--- src/rtl/rr_write_arbiter.sv ---
`default_nettype none
// ============================================================================
// Module   : rr_write_arbiter
// Brief    : N-port round-robin arbiter for the FIFO write path; falling-edge
//            registered one-hot grants, full gating, completed-grant counter.
// Revision : 1.0 - initial release
// ============================================================================
module rr_write_arbiter #(
    parameter int N   = 2,
    parameter int IDW = 1,
    parameter int CW  = 8
) (
    input  logic           clock,
    input  logic           reset,
    input  logic [N-1:0]   treq,
    input  logic           full,
    output logic [N-1:0]   tgrant,
    output logic           grant_valid,
    output logic [IDW-1:0] grant_id,
    output logic [CW-1:0]  txn_count
);

    typedef enum logic [1:0] {
        ST_IDLE    = 2'b00,
        ST_GRANT   = 2'b01,
        ST_RELEASE = 2'b10
    } state_t;

    localparam logic [IDW-1:0] c_LAST = IDW'(N - 1);
    localparam logic [N-1:0]   c_ONE  = N'(1);

    state_t         r_state;
    logic [IDW-1:0] r_ptr;
    logic [N-1:0]   r_tgrant;
    logic           r_grant_valid;
    logic [IDW-1:0] r_grant_id;
    logic [CW-1:0]  r_txn_count;

    logic           w_pick_any;
    logic [IDW-1:0] w_pick_id;
    logic [IDW-1:0] w_cand;
    int             w_sum;

    // Walk from the highest offset down so the nearest requester after ptr wins.
    always_comb begin
        w_pick_any = 1'b0;
        w_pick_id  = '0;
        w_cand     = '0;
        w_sum      = 0;
        for (int k = N - 1; k >= 0; k--) begin
            w_sum  = int'(r_ptr) + k;
            w_cand = (w_sum >= N) ? IDW'(w_sum - N) : IDW'(w_sum);
            if (treq[w_cand]) begin
                w_pick_any = 1'b1;
                w_pick_id  = w_cand;
            end
        end
    end

    always_ff @(negedge clock or posedge reset) begin
        if (reset) begin
            r_state       <= ST_IDLE;
            r_ptr         <= '0;
            r_tgrant      <= '0;
            r_grant_valid <= 1'b0;
            r_grant_id    <= '0;
            r_txn_count   <= '0;
        end else begin
            case (r_state)
                ST_IDLE: begin
                    if (!full && w_pick_any) begin
                        r_state       <= ST_GRANT;
                        r_tgrant      <= c_ONE << w_pick_id;
                        r_grant_valid <= 1'b1;
                        r_grant_id    <= w_pick_id;
                    end
                end
                ST_GRANT: begin
                    // Grants are never preempted; only the owner's request matters.
                    if (!treq[r_grant_id]) begin
                        r_state       <= ST_RELEASE;
                        r_tgrant      <= '0;
                        r_grant_valid <= 1'b0;
                        r_ptr         <= (r_grant_id == c_LAST) ? '0 : r_grant_id + IDW'(1);
                        r_txn_count   <= r_txn_count + CW'(1);
                    end
                end
                ST_RELEASE: begin
                    r_state <= ST_IDLE;
                end
                default: begin
                    r_state       <= ST_IDLE;
                    r_tgrant      <= '0;
                    r_grant_valid <= 1'b0;
                end
            endcase
        end
    end

    assign tgrant      = r_tgrant;
    assign grant_valid = r_grant_valid;
    assign grant_id    = r_grant_id;
    assign txn_count   = r_txn_count;

endmodule
`default_nettype wire

--- config.mk ---
export PLATFORM = sky130hd
export DESIGN_NAME = rr_write_arbiter
export DESIGN_NICKNAME = d
export VERILOG_FILES = /design/src/rtl/rr_write_arbiter.sv
export SDC_FILE = /design/constraint.sdc
export NUM_CORES = 1
export LEC_CHECK = 0
export BUFFER_PORTS_ARGS = -buffer_cell sky130_fd_sc_hd__buf_2
export CORE_MARGIN = 3
export CORE_UTILIZATION = 40
export DETAILED_ROUTE_END_ITERATION = 8
export GPL_ROUTABILITY_DRIVEN = 0
export HOLD_SLACK_MARGIN = 0.03
export PLACE_DENSITY_LB_ADDON = 0.1
export SLEW_MARGIN = 15
export SYNTH_ARGS = -nofsm -noshare
export SYNTH_HDL_FRONTEND = slang
export SYNTH_SLANG_ARGS = --single-unit
--- constraint.sdc ---
create_clock -name clock -period 4.4 [get_ports clock]
set_input_delay 0.66 -clock clock [delete_from_list [all_inputs] [get_ports clock]]
set_output_delay 0.66 -clock clock [all_outputs]
set_load 0.02 [all_outputs]
==> flow_summary.yaml <==
route:
  vias: 559
  drtAntennaViolNets: 0
  viasPerCell: 5.08
  wire_per_inst_um: 12.7
  drt_wl_total_mm: 1.40
  drt_iter0_drc: 5
  drcViolationCount: 0
  first_pass_iters: 5
sta:
  setup_viol: 0
  whs_ps: 414
  relSlewSlack_pct: 61.3
  slew_violations: 0
  hold_violations: 0
  setup_tns_ps: 0
  grt_setup_unrepaired: "false"
  finClkSkew_ps: 5.97
  worstMarginPinSlew_ps: 579
critical_path:
  worst-path-max-fanout: 5
  crit_path_end_kind: "primary output"
  critPathRequiredTime_ps: 3740
  cp_cell_sequence: "buf_2"
  r2r_cells: 3
  worstReg2RegEnd: "txn_count[1]"
  crit_buf_inv: 1
  cpLargestDelayFamily: "flip-flops"
  startpoint_type: "register"
  worstPathArrival_ps: 3210
  critPathMaxStageDelay_ps: 530
  reg2reg_from: "grant_id"
  r2r_slack_ps: 2860
  slowest_stage: "dfrtn_1"
  worstSetupPathType: "reg2out"
worst_hold_path:
  min_delay_path_depth: 1
  min_path_type: "reg2reg"
  min_from: "txn_count[7]"
  holdPathEnd: "txn_count[7]"
clock_tree:
  cts_inserted_buffers: 3
  clk_pin_slew_ps: 60
  cts_root_buf: "clkbuf_4"
  clock_sinks: 15
  hold_buffers: 0
  clock_path_buffers: 2
  clk_latency_ps: 280
  post_cts_buffers: 0
  tritoncts: "built"
  cts_resized: 0
  h-tree-depth: 1
status:
  outcome: "finished clean"
finish:
  instances_no_fill: 110
  final_cell_mix: "buf_2 (16), dfrtn_1 (15), xor2_1 (4), o21ai_0 (4), nor2_1 (4)"
  diodes: 0
  design_area_um2: 877
  nets: 92
  layout_commonest_cell: "buf_2"
  synthToLayoutAreaGrowth_pct: 15.7
  drive_gt1_share_pct: 29.4
yosys:
  synth_top_area_share_pct: 49.5
  synthFlopType: "dfrtn_1"
  synth_area_um2: 758
  syn-num-nets: 74
  async_flop_share_pct: 100
  synthMuxAreaShare_pct: 4.79
  synth_area_per_cell_um2: 11.2
  ys_ff_latch: 15
  synth_edf_count: 0
  synth_top_family_by_area: "simple AND/OR/NAND/NOR gates"
  yosys-top-cells-area: "dfrtn_1 (50%), xor2_1 (4.6%), xnor2_1 (3.5%)"
  seq_area_frac_synth_pct: 49.5
  synthAdderAreaFrac_pct: 1.65
  synth_cell_types: 32
  synth_compound_area_share_pct: 11.2
  netlist_instances: 68
  ys_warn_count: 0
  yosys.area_share.xor_xnor_pct: 8.09
  post_synth_and_or_nand_nor_area_fraction_pct: 21.8
  yosysTopAreaCell: "dfrtn_1"
pwr:
  p_leak_uw: 0.000405
  power_density_nw_per_um2: 664
  swShare_pct: 42.8
  seqPwrFrac_pct: 45.2
  combPwrFrac_pct: 41.4
  ir_worst_vdd_uv: 297
  pwr-share-clk_pct: 13.4
  p_total_uw: 582
  internal_power_uw: 333
  power_switching_uw: 249
grt:
  grt_antenna_before_repair: 0
  grt_pass1_wl_mm: 2.46
  grt_max_degree: 16
  grt_util_all_layers_pct: 13.2
  overflow: 0
  grt_pass1_vias: 544
place:
  dp.final_hpwl_mm: 1.05
  port_buffers: 16
  dp.cells: 106
  placed_cell_area_um2: 851
floorplan:
  num_rows: 15
  dieArea_um2: 2450
  pin_count: 17
  fp.dieW_um: 49.5
  start_util_pct: 43.0
  core-area_um2: 1760
  die_height_um: 49.5
job:
  max-cap-violations: 0
==> final cells by class <==
class / count / area [µm²]
clock buffer: 4 / 26.3
tap: 25 / 31.3
sequential: 15 / 375
inverter: 1 / 3.75
fill: 181 / 887
multi-input combinational: 49 / 360
timing repair buffer: 16 / 80.1
==> worst max path at each step <==
stage,cells after the start,to,start
floorplan,4,txn_count[1],treq[1]
global placement,4,txn_count[1],treq[0]
detailed placement,4,txn_count[1],treq[0]
CTS,1,grant_id,grant_id
global route,1,grant_id,grant_id
finish,1,grant_id,grant_id
==> power groups by stage <==
stage / clock network (µW) / registers, µW / logic (µW)
after global placement: 0 / 267 / 243
after detailed placement: 0 / 266 / 244
final: 77.9 / 263 / 241
after floorplan: 0 / 304 / 127
after CTS: 82.4 / 264 / 244
after global routing: 89.8 / 275 / 264
==> cells by family (layout without fill, tap and decap cells) <==
group,Yosys count,in the layout
AO/OA/AOI/OAI,13,13
buffers and inverters,4,21
adder cells (fa/ha/maj),1,1
multiplexers,3,3
flip-flops,15,15
XOR/XNOR,7,7
AND/OR/NAND/NOR,25,25
==> routing by layer <==
| metal | part of all wire, % | up-vias | GRT usage [%] | wire length [µm] |
|---|---|---|---|---|
| li1 | - | 277 | - | - |
| met1 | 48 | 263 | 17.5 | 669 |
| met2 | 46 | 17 | 20.0 | 644 |
| met3 | 4.9 | 2 | 1.81 | 69 |
| met4 | 1.0 | 0 | 8.29 | 14 |
| met5 | 0 | - | 0 | 0 |
==> sequential cells by signal (all words and copies together), names as in the netlist <==
name,flops
grant_id,1
grant_valid,1
r_ptr,1
r_state,2
tgrant,2
txn_count,8
==> synth_stat cells (2+ instances only) <==
cell type  count
dfrtn_1       15
nor2_1         4
o21ai_0        4
xor2_1         4
a21oi_1        3
nand2_1        3
nor3_1         3
xnor2_1        3
and3_1         2
clkbuf_1       2
nand2b_1       2
nand3_1        2
nand3b_1       2
==> metrics by stage <==
stage / utilization (%) / worst slack, ps
detailed placement: 48.2 / 407
global route: 49.7 / 468
floorplan: - / 506
global placement: 48.2 / 433
CTS: 49.7 / 512
finish: 49.7 / 528
No activity file was read; power rests on OpenSTA's default activity.
